<file path="config.mk">
export PLATFORM = sky130hd
export DESIGN_NAME = eth_fcs_inserter
export DESIGN_NICKNAME = d
export VERILOG_FILES = /design/src/rtl/eth_pkg.sv /design/src/rtl/crc32_8bit.sv /design/src/rtl/eth_fcs_inserter.sv
export SDC_FILE = /design/constraint.sdc
export NUM_CORES = 1
export LEC_CHECK = 0
export CORE_ASPECT_RATIO = 0.75
export CORE_MARGIN = 4
export CORE_UTILIZATION = 40
export CTS_CLUSTER_SIZE = 10
export DETAILED_ROUTE_END_ITERATION = 8
export PLACE_DENSITY_LB_ADDON = 0.3
export SYNTH_ARGS = -nofsm -noshare
export SYNTH_HDL_FRONTEND = slang
export SYNTH_SLANG_ARGS = --single-unit
</file>
<file path="constraint.sdc">
create_clock -name clk -period 4 [get_ports clk]
set_input_delay 0.8 -clock clk [delete_from_list [all_inputs] [get_ports clk]]
set_output_delay 0.8 -clock clk [all_outputs]
set_load 0.05 [all_outputs]
</file>
<file path="src/rtl/eth_pkg.sv">
// Shared constants and FSM state encoding for the Ethernet FCS inserter.
// Lengths are sized to the 6-bit byte counter and 2-bit FCS index.
package eth_pkg;

  localparam logic [31:0] CRC32_INIT      = 32'hFFFF_FFFF;
  localparam logic [5:0]  MIN_FRAME_BYTES = 6'd60;
  localparam int          FCS_BYTES       = 4;
  localparam logic [1:0]  FCS_LAST_IDX    = 2'(FCS_BYTES - 1);

  typedef enum logic [1:0] {
    IDLE,
    DATA,
    PAD,
    FCS
  } state_e;

endpackage

</file>
<file path="src/rtl/crc32_8bit.sv">
// One-byte step of the reflected CRC-32 (poly 0xEDB88320), purely combinational.
// No state and no handshake; the caller decides when the result is registered.
module crc32_8bit (
  input  logic [31:0] crc_in,
  input  logic [7:0]  data_byte,
  output logic [31:0] crc_out
);

  localparam logic [31:0] POLY = 32'hEDB8_8320;

  logic [31:0] c;

  always_comb begin
    c = crc_in ^ {24'h0, data_byte};
    for (int i = 0; i < 8; i++) begin
      c = c[0] ? ((c >> 1) ^ POLY) : (c >> 1);
    end
    crc_out = c;
  end

endmodule

</file>
<file path="src/rtl/eth_fcs_inserter.sv">
// Appends Ethernet FCS (optionally zero-padding to 60 bytes); zero-latency pass-through.
// Backpressure: in_ready follows out_ready while passing data, held low during pad/FCS.
module eth_fcs_inserter
  import eth_pkg::*;
#(
  parameter int PAD_TO_MIN = 1
) (
  input  logic       clk,
  input  logic       reset,
  input  logic [7:0] in_data,
  input  logic       in_valid,
  input  logic       in_last,
  output logic       in_ready,
  output logic [7:0] out_data,
  output logic       out_valid,
  output logic       out_last,
  input  logic       out_ready
);

  state_e      state_q, state_d;
  logic [31:0] crc_q, crc_d, crc_next, fcs;
  logic [5:0]  cnt_q, cnt_d, cnt_inc;
  logic [1:0]  idx_q, idx_d;
  logic        out_hs;

  // The CRC always advances over the byte actually leaving the block, so pad bytes are covered.
  crc32_8bit u_crc (
    .crc_in    (crc_q),
    .data_byte (out_data),
    .crc_out   (crc_next)
  );

  assign fcs     = ~crc_q;
  assign cnt_inc = (cnt_q == MIN_FRAME_BYTES) ? cnt_q : cnt_q + 6'd1;
  assign out_hs  = out_valid & out_ready;

  always_ff @(posedge clk) begin
    if (reset) begin
      state_q <= IDLE;
      crc_q   <= CRC32_INIT;
      cnt_q   <= 6'd0;
      idx_q   <= 2'd0;
    end else begin
      state_q <= state_d;
      crc_q   <= crc_d;
      cnt_q   <= cnt_d;
      idx_q   <= idx_d;
    end
  end

  always_comb begin
    in_ready  = 1'b0;
    out_data  = 8'h00;
    out_valid = 1'b0;
    out_last  = 1'b0;
    if (!reset) begin
      case (state_q)
        IDLE, DATA: begin
          out_data  = in_data;
          out_valid = in_valid;
          in_ready  = out_ready;
        end
        PAD: begin
          out_valid = 1'b1;
        end
        FCS: begin
          out_valid = 1'b1;
          out_data  = fcs[8*idx_q +: 8];
          out_last  = (idx_q == FCS_LAST_IDX);
        end
        default: ;
      endcase
    end
  end

  always_comb begin
    state_d = state_q;
    crc_d   = crc_q;
    cnt_d   = cnt_q;
    idx_d   = idx_q;
    case (state_q)
      IDLE, DATA: begin
        if (out_hs) begin
          crc_d   = crc_next;
          cnt_d   = cnt_inc;
          state_d = DATA;
          if (in_last) begin
            if ((PAD_TO_MIN != 0) && (cnt_inc < MIN_FRAME_BYTES)) begin
              state_d = PAD;
            end else begin
              state_d = FCS;
              idx_d   = 2'd0;
            end
          end
        end
      end
      PAD: begin
        if (out_hs) begin
          crc_d = crc_next;
          cnt_d = cnt_inc;
          if (cnt_inc == MIN_FRAME_BYTES) begin
            state_d = FCS;
            idx_d   = 2'd0;
          end
        end
      end
      FCS: begin
        if (out_hs) begin
          if (idx_q == FCS_LAST_IDX) begin
            state_d = IDLE;
            crc_d   = CRC32_INIT;
            cnt_d   = 6'd0;
            idx_d   = 2'd0;
          end else begin
            idx_d = idx_q + 2'd1;
          end
        end
      end
      default: state_d = IDLE;
    endcase
  end

endmodule
</file>
==> key figures <==
GRT
  – Initial antenna violation count: 0
  – Pin count of the biggest net entering global routing: 29
  – First-pass GRT wire length: 12600 µm
  – Total grt overflow: 0
  – GRT Util Overall: 0.177
  – Vias in the first global route: between 2k and 2.5k

Worst setup path
  – Crit-path cells: clkdlybuf4s50_1 -> and4b_1 -> a222oi_1 -> xnor2_2 -> xnor3_2 -> xnor2_2 -> xnor3_1 -> o22a_1
  – Critical Path Start Type: input pin
  – Critical path data required time: roughly 4.2 ns
  – Critical Path Most Common Cell: xnor2_2
  – Max FO, Critical Path: 7
  – Critical Path AT: between 3 and 4 ns
  – Crit path largest cell delay: approximately 0.59 ns
  – Crit. End Element: flip-flop
  – CP top delay family: XOR/XNOR gates
  – R2R setup slack: roughly 0.95 ns
  – Setup CP Type: input pin to flip-flop
  – Worst path bufs/invs: 1
  – CP max stage cell: clkdlybuf4s50_1

Clock tree
  – Worst-path clk slew: roughly 0.090 ns
  – Setup repair bufs after CTS: 0
  – Hold-fix buffer count after cts: 0
  – Cts repair resizes: 0
  – Worst-Skew Late Latency: around 0.30 ns
  – H-tree depth: 2
  – CTS Sinks: 42
  – Clk buf depth: 2
  – Root buf cell: clkbuf_8
  – CTS tree: done
  – CTS Buf Count: 5

Timing
  – Fmax: approximately 290 MHz
  – Fin crit period: approximately 3.5 ns
  – Final period util: 0.868
  – Relative slew margins: 0.488
  – Final setup vio count: 0
  – RSZ-0062 raised after global routing: no
  – TNS Setup: 0 ns
  – Worst-margin pin slew: 0.766 ns
  – Final hold vios: 0
  – Fin. max-slew vios: 0
  – Final setup skew: roughly 0.010 ns

Floorplanning
  – Die area: between 9000 and 10000 µm²
  – I/O pins: 24
  – Core Box Area: 7430 µm²
  – Die H: 84.2 µm
  – Horiz. Die Dim: 110 µm
  – Cell Rows: 27
  – Starting Density: 0.416

Synth
  – Count of flip-flops with a built-in enable after synthesis: 0
  – Synth warn: 0
  – Largest family of logic cells by synthesized area: XOR/XNOR gates
  – Sequential area share after synthesis: 0.272
  – Synth Area in Compound Gates: 0.176
  – Asr flop ratio synth: 0
  – FF+latch count, synth: 42
  – Proportion of synthesized area in mux cells: 0.0558
  – Post-synth top flop: dfxtp_1
  – Synth Area in Adders: 0.0121
  – Post-Synth XOR/XNOR Area: 0.291
  – Syn_area_per_cell: between 10 and 15 µm²
  – Synth Instances: between 300 and 400
  – Syn nets: between 300 and 400
  – Post-Synth Simple-Gate Area: 0.154
  – Synthesized area: a little over 3000 µm²
  – Netlist cell types: 60

Drt
  – Wire per inst: roughly 18 µm
  – Drt first pass iters: 4
  – DRC: 0
  – Vias per cell: 5.52
  – Post-route ant nets: 0
  – Vias: 2395
  – Drt total wl: roughly 8000 µm
  – Initial detailed-routing violation count: ~200

Outcome
  – Outcome: complete, no violations

Placed design
  – DP Wirelength: 5750 µm
  – RePlAce Congestion: between 0.9 and 1
  – Placed inst area: roughly 3500 µm²
  – Dpl cells: between 400 and 500
  – I/O Buffers: 23

Worst hold path
  – Min-delay worst type: flip-flop to flip-flop

Pwr
  – Leak: about 1.6 nW
  – PwrDens: around 470 nW/µm²
  – Maximum VDD drop: roughly 0.23 mV

Final layout
  – Post-layout instance area: approximately 3700 µm²
  – Layout cell share with drive strength beyond 1: 0.144
  – Fin nets: roughly 350
  – Non-Filler Instances: roughly 430
  – Layout Utilization: 0.495
  – Filler cell count: roughly 680
  – Diodes inserted: 0
  – Area grow syn2layout: 19.0%

Flow run
  – MaxCap Viol Count: 0
[layout make-up]
type / instances / area, µm² / share of cell area
Multi-Input combinational cell: 241 / 2130 / 0.579
Tap cell: 101 / 126 / 0.0343
Timing Repair Buffer: 37 / 423 / 0.115
Clock inverter: 2 / 60.1 / 0.0163
Clock buffer: 6 / 82.6 / 0.0224
Inverter: 5 / 18.8 / 0.00510
Sequential cell: 42 / 841 / 0.228
[state kept, by name, summed over array words and instances (netlist names)]
name	flops
crc_q	32
cnt_q	6
idx_q	2
state_q	2
[kinds of logic after synthesis]
kind of cell / count (synthesis)
simple gates: 90
fa+ha+maj: 3
buf+inv: 26
compound gates: 79
xor+xnor: 52
flops: 42
mux: 17
[cell usage after synthesis, types with 2 or more instances]
| cell type | count | share of area |
|---|---|---|
| a211oi_1 | 6 | 0.015 |
| a21oi_1 | 22 | 0.036 |
| a22o_1 | 2 | 0.0057 |
| a22oi_1 | 4 | 0.0097 |
| a41oi_1 | 2 | 0.0057 |
| and2_1 | 6 | 0.012 |
| buf_2 | 5 | 0.0081 |
| buf_6 | 2 | 0.0073 |
| clkbuf_1 | 13 | 0.016 |
| dfxtp_1 | 42 | 0.27 |
| ha_1 | 3 | 0.012 |
| inv_1 | 5 | 0.0061 |
| mux2_2 | 2 | 0.0073 |
| mux2i_1 | 15 | 0.049 |
| nand2_1 | 15 | 0.018 |
| nand2b_1 | 15 | 0.030 |
| nand3_1 | 3 | 0.0049 |
| nand4_1 | 2 | 0.0040 |
| nand4b_1 | 2 | 0.0057 |
| nor2_1 | 24 | 0.029 |
| nor2_2 | 2 | 0.0040 |
| nor3_1 | 4 | 0.0065 |
| nor3b_1 | 2 | 0.0049 |
| o211a_1 | 3 | 0.0097 |
| o21ai_0 | 7 | 0.011 |
| o21ai_2 | 2 | 0.0057 |
| o22a_1 | 4 | 0.011 |
| o22ai_1 | 14 | 0.028 |
| o2bb2ai_1 | 2 | 0.0057 |
| or2_1 | 3 | 0.0061 |
| or2_2 | 2 | 0.0040 |
| or3_1 | 2 | 0.0040 |
| xnor2_1 | 12 | 0.034 |
| xnor2_2 | 3 | 0.016 |
| xnor3_1 | 20 | 0.15 |
| xor2_1 | 7 | 0.020 |
| xor3_1 | 7 | 0.054 |
[per-layer routing]
layer  GRT usage  vias to the layer above  part of all wire  wire, µm
met1       0.292                     1150              0.50      3930
met3      0.0369                        6             0.075       594
met5           0                        -                 0         0
met4      0.0362                        0            0.0067        53
met2       0.232                       74              0.42      3330
li1            -                     1165                 -         -
[worst min-delay path, cell delays in order (launching register included)]
cell,delay [ns]
dfxtp_1,0.33
nor2_1,0.10
a21oi_1,0.04
[worst paths after layout]
check              endpoint  depth (start not counted)       from
setup / recovery  crc_q[19]                          8      reset
hold / removal    crc_q[29]                          2  crc_q[29]
setup reg to reg  crc_q[19]                          7   idx_q[0]
hold reg to reg   crc_q[29]                          2  crc_q[29]
[power by group]
part	switching (mW)	internal, mW	total [mW]
clock network	0.160	0.267	0.426
logic	0.302	0.457	0.759
registers	0.0592	0.473	0.532
total	0.521	1.20	1.72
[cell usage in the layout, fill, tap and decap left out, drive strengths merged, types with 8 or more instances in the layout]
master and count:
nand2 15, mux2i 15, a21oi 22, o21ai 9, xnor2 16, dfxtp 42, o22ai 14, nand2b 15
buf 24, clkdlybuf4s50 13, xnor3 21, nor2 26, xor2 8
[metrics by stage]
step	power [mW]	hold slack [ns]	worst slack, ns
global route	1.80	0.541	0.338
finish	1.72	0.514	0.528
global placement	1.29	0.493	0.313
CTS	1.72	0.513	0.539
floorplan	1.13	0.470	0.911
detailed placement	1.29	0.500	0.260
Note: power is estimated with default switching activity, not from simulation.
==> RTL edit 1: new RTL, same flow settings <==
Make the reset (`reset`) asynchronous in one clocked block.
--- a/src/rtl/eth_fcs_inserter.sv
+++ b/src/rtl/eth_fcs_inserter.sv
@@ -36,3 +36,3 @@
 
-  always_ff @(posedge clk) begin
+  always_ff @(posedge clk or posedge reset) begin
     if (reset) begin
Check against the original RTL: same outputs for any inputs over 10 cycles, from zero or initial values and one cycle with reset high; that may be too few to reach the edited logic, so the function may still have changed.
==> RTL edit 1 against the unedited design <==
Routed wire length is 3.5% lower; worst setup slack worse by 120 ps; synthesized area up 4.1%; cell area shrank 2.5%; worst hold slack gained 0.93 ps; sequential share of layout area grew 7.5 points; critical path depth is the same; global-route usage is 0.73 points lower; sequential cell count did not move; core utilization decreased by 3.8 points; critical path type unchanged; highest routed layer unchanged.
Power is not shown: default switching activity piles up to over one toggle a cycle in this logic, so the estimate is an artifact.
==> RTL edit 1: results (changes against the unedited design) <==
Synthesized area per cell: 10.5 µm² (+4.5%)
Fraction of layout instances using a drive strength above 1: 0.231 (+0.0869)
Pre-CTS setup slack: 104 ps (-156 ps)
Distinct cells, synth: 58 (-3.3%)
Final Util: 0.458 (-0.0379)
Main area contributors after synthesis: dfstp_2 26%, xnor2_1 7.9%, dfrtp_1 7.8%
Inverters: 10 (+5)
Synth Net Count: 324 (-0.31%)
Routability cong.: 0.796 (-13%)
Max-slew headroom: 0.511 (+0.0230)
GR Util met3: 0.0381 (+0.00119)
Vias in the first global route: 2297 (+4.2%)
Seq cells: 42 (unchanged)
Multiplexer share of the synthesized area: 0.0606 (+0.00478)
Final clock-cell share: 0.0254 (-0.0133)
Drt via density: 5.32 (-3.6%)
Met2 WL: 3.36 mm (+0.90%)
CLK BUF: 7 (+1)
Status: finished, final reports clean
Non-clock buffer count: 31 (-16%)
Adder-cell area share of the yosys netlist: 0.0117 (-0.000481)
Dpl hpwl: 5.46 mm (-5.0%)
Layout non-clock buf frac: 0.0753 (-0.0396)
Sequential share of the synthesized area: 0.339 (+0.0669)
Routed len/inst: 17.6 µm (-3.5%)
Layout Nets: 344 (-1.1%)
DRT met1 WL: 3.74 mm (-4.8%)
Met2 Track Usage GR: 0.244 (+0.0127)
Complex-gate fraction of the synthesized area: 0.158 (-0.0175)
Setup Skew: 6.17 ps (-4.28 ps)
# fillers: 769 (+14%)
Via count: 2308 (-3.6%)
Initial DRC count: 122 (-40%)
Met1 usage: 0.258 (-0.0343)
Footprint of the multi-input gates: 1970 µm² (-7.6%)
Async set or reset register ratio after synthesis: 1.00 (+1.00)
Gr usage total: 0.169 (-0.00731)
Synth Area in XOR/XNOR: 0.249 (-0.0422)
Critical Path AT: 3830 ps (+160 ps)
Comb_multi_in: 238 (-1.2%)
Largest net degree at the start of global routing: 39 (+34%)
Post-CTS Setup Inserts: 0 (unchanged)
CP max FO: 8 (+1)
Global-route wire length before repair: 12.7 mm (+1.2%)
Met3 WL: 447 µm (-25%)
Synth top cells by count: 32 x dfstp_2, 30 x nor2_1, 29 x xnor2_1
# rows: 28 (+3.7%)
Slowest CP cell: clkdlybuf4s50_1
## RTL edit 1: final timing paths
kind / from / end / slack (ps)
setup / recovery: reset / crc_q[17]$_DFFE_PP1P_ / 400
max in group asynchronous: reset / crc_q[8]$_DFFE_PP1P_ / 2250
min in group asynchronous: reset / state_q[0]$_DFFE_PP0P_ / 950
hold / removal: crc_q[9]$_DFFE_PP1P_ / crc_q[9]$_DFFE_PP1P_ / 520
setup reg to reg: idx_q[1]$_DFFE_PP0P_ / crc_q[17]$_DFFE_PP1P_ / 890
hold reg to reg: crc_q[9]$_DFFE_PP1P_ / crc_q[9]$_DFFE_PP1P_ / 520
## RTL edit 1: critical path, delay by kind of cell
kind | cells | cell delay, ps
AND/OR/NAND/NOR | 2 | 920
AO/OA/AOI/OAI | 3 | 760
buffers and inverters | 1 | 580
XOR/XNOR | 2 | 760
==> RTL edit 2: new RTL, same flow settings <==
Made on the original files. Re-encode `state_e` (4 states) as one-hot, 4 bits wide.
--- a/src/rtl/eth_pkg.sv
+++ b/src/rtl/eth_pkg.sv
@@ -9,7 +9,7 @@
 
-  typedef enum logic [1:0] {
-    IDLE,
-    DATA,
-    PAD,
-    FCS
+  typedef enum logic [3:0] {
+    IDLE = 4'b0001,
+    DATA = 4'b0010,
+    PAD  = 4'b0100,
+    FCS  = 4'b1000
   } state_e;
Behaviour: same outputs for any inputs over 10 cycles, from zero or initial values and one cycle with reset high; not proved beyond that.
==> RTL edit 2 against the unedited design <==
Routed wire length up 1.7%; sequential cell count up 2; cell area rose by 2.4%; first-iteration DRC count shrank 14%; synthesized area up 4.9%; worst setup slack gained 210 ps; critical path type is now flop to flop.
Power is not compared: it rests on default switching activity, and its combinational part moved more than twofold at a synthesized area within 25%.
==> RTL edit 2: results (changes against the unedited design) <==
Status: finished, final reports clean
Global-route wire length before repair: 13.6 mm (+8.6%)
Synth Net Count: 383 (+18%)
Layout non-clock buf frac: 0.114 (-0.000753)
Final Cell Area: 3770 µm² (+2.4%)
Largest regs: crc_q x32, cnt_q x6, state_q x4
Routability cong.: 0.841 (-7.6%)
Dpl hpwl: 5.78 mm (+0.53%)
Main area contributors after synthesis: dfxtp_1 27%, xnor2_1 8.6%, xor2_1 7.3%
Setup Skew: 4.61 ps (-5.84 ps)
Fraction of layout instances using a drive strength above 1: 0.177 (+0.0325)
Synth top cells by count: 44 x dfxtp_1, 37 x nor2_1, 32 x xnor2_1
R2R Setup Slk: 730 ps (-220 ps)
Initial DRC count: 174 (-14%)
Largest stage delay, worst path: 690 ps (+100 ps)
Via count: 2672 (+12%)
Distinct cells, synth: 52 (-13%)
Largest net degree at the start of global routing: 30 (+3.4%)
Vias in the first global route: 2519 (+14%)
Largest delay share family, worst path: simple AND/OR/NAND/NOR gates
P_clk: 274 µW
Worst R2R End: crc_q[23]$_SDFFE_PP1P_
Sequential share of the synthesized area: 0.272 (about the same)
Clock Sink Count: 44 (+4.8%)
Multi-input combinational area share: 0.591 (+0.0124)
Multiplexer share of the synthesized area: 0.0648 (+0.00899)
Gr usage total: 0.176 (-0.000732)
Placed Cells incl. Taps: 483 (+13%)
Layout Nets: 401 (+15%)
Slowest CP cell: or4b_4
Synthesized area per cell: 8.84 µm² (-12%)
CLK BUF: 5 (-1)
Comb_multi_in: 294 (+22%)
# fillers: 759 (+12%)
Pre-CTS setup slack: 575 ps (+315 ps)
Max-slew headroom: 0.552 (+0.0639)
CP max FO: 26 (+19)
Fraction of area in registers: 0.233 (+0.00516)
Hold Slack: 520 ps (+5.63 ps)
Synth Area in XOR/XNOR: 0.188 (-0.103)
Critical Path AT: 3430 ps (-240 ps)
CTS Root Cell: clkbuf_8
Complex-gate fraction of the synthesized area: 0.182 (+0.00574)
Count of non-filler cells in the finished layout: 490 (+13%)
Final clock-cell share: 0.0216 (-0.0172)
Hold_sp: cnt_q[4]$_SDFFE_PP0P_
Adder-cell area share of the yosys netlist: 0.0116 (-0.000561)
Area after DPL: 3690 µm² (+4.3%)
Final Util: 0.479 (-0.0169)
Worst r2r src: state_q[3]$_SDFFE_PP0P_
Hold Path End: cnt_q[4]$_SDFFE_PP0P_
TritonRoute pass-1 iters: 5 (+1)
Routed len/inst: 16.4 µm (-9.9%)
Non-clock buffer count: 35 (-5.4%)
RTL edit 2: worst max-delay path by stage:
stage,startpoint,end,slack (ps)
2_1_floorplan,state_q[1]$_SDFFE_PP0P_,out_last,640
3_3_place_gp,reset,crc_q[20]$_SDFFE_PP1P_,600
3_5_place_dp,reset,crc_q[23]$_SDFFE_PP1P_,580
4_1_cts,idx_q[0]$_SDFFE_PP0P_,crc_q[7]$_SDFFE_PP1P_,760
5_1_grt,idx_q[0]$_SDFFE_PP0P_,crc_q[7]$_SDFFE_PP1P_,570
6_report,state_q[3]$_SDFFE_PP0P_,crc_q[23]$_SDFFE_PP1P_,730
RTL edit 2: metal layers:
metal	GRT usage	share of wire	vias up
met5	0	0	-
met2	0.254	0.42	65
met3	0.0303	0.057	8
met1	0.269	0.51	1265
li1	-	-	1334
met4	0.0491	0.011	0
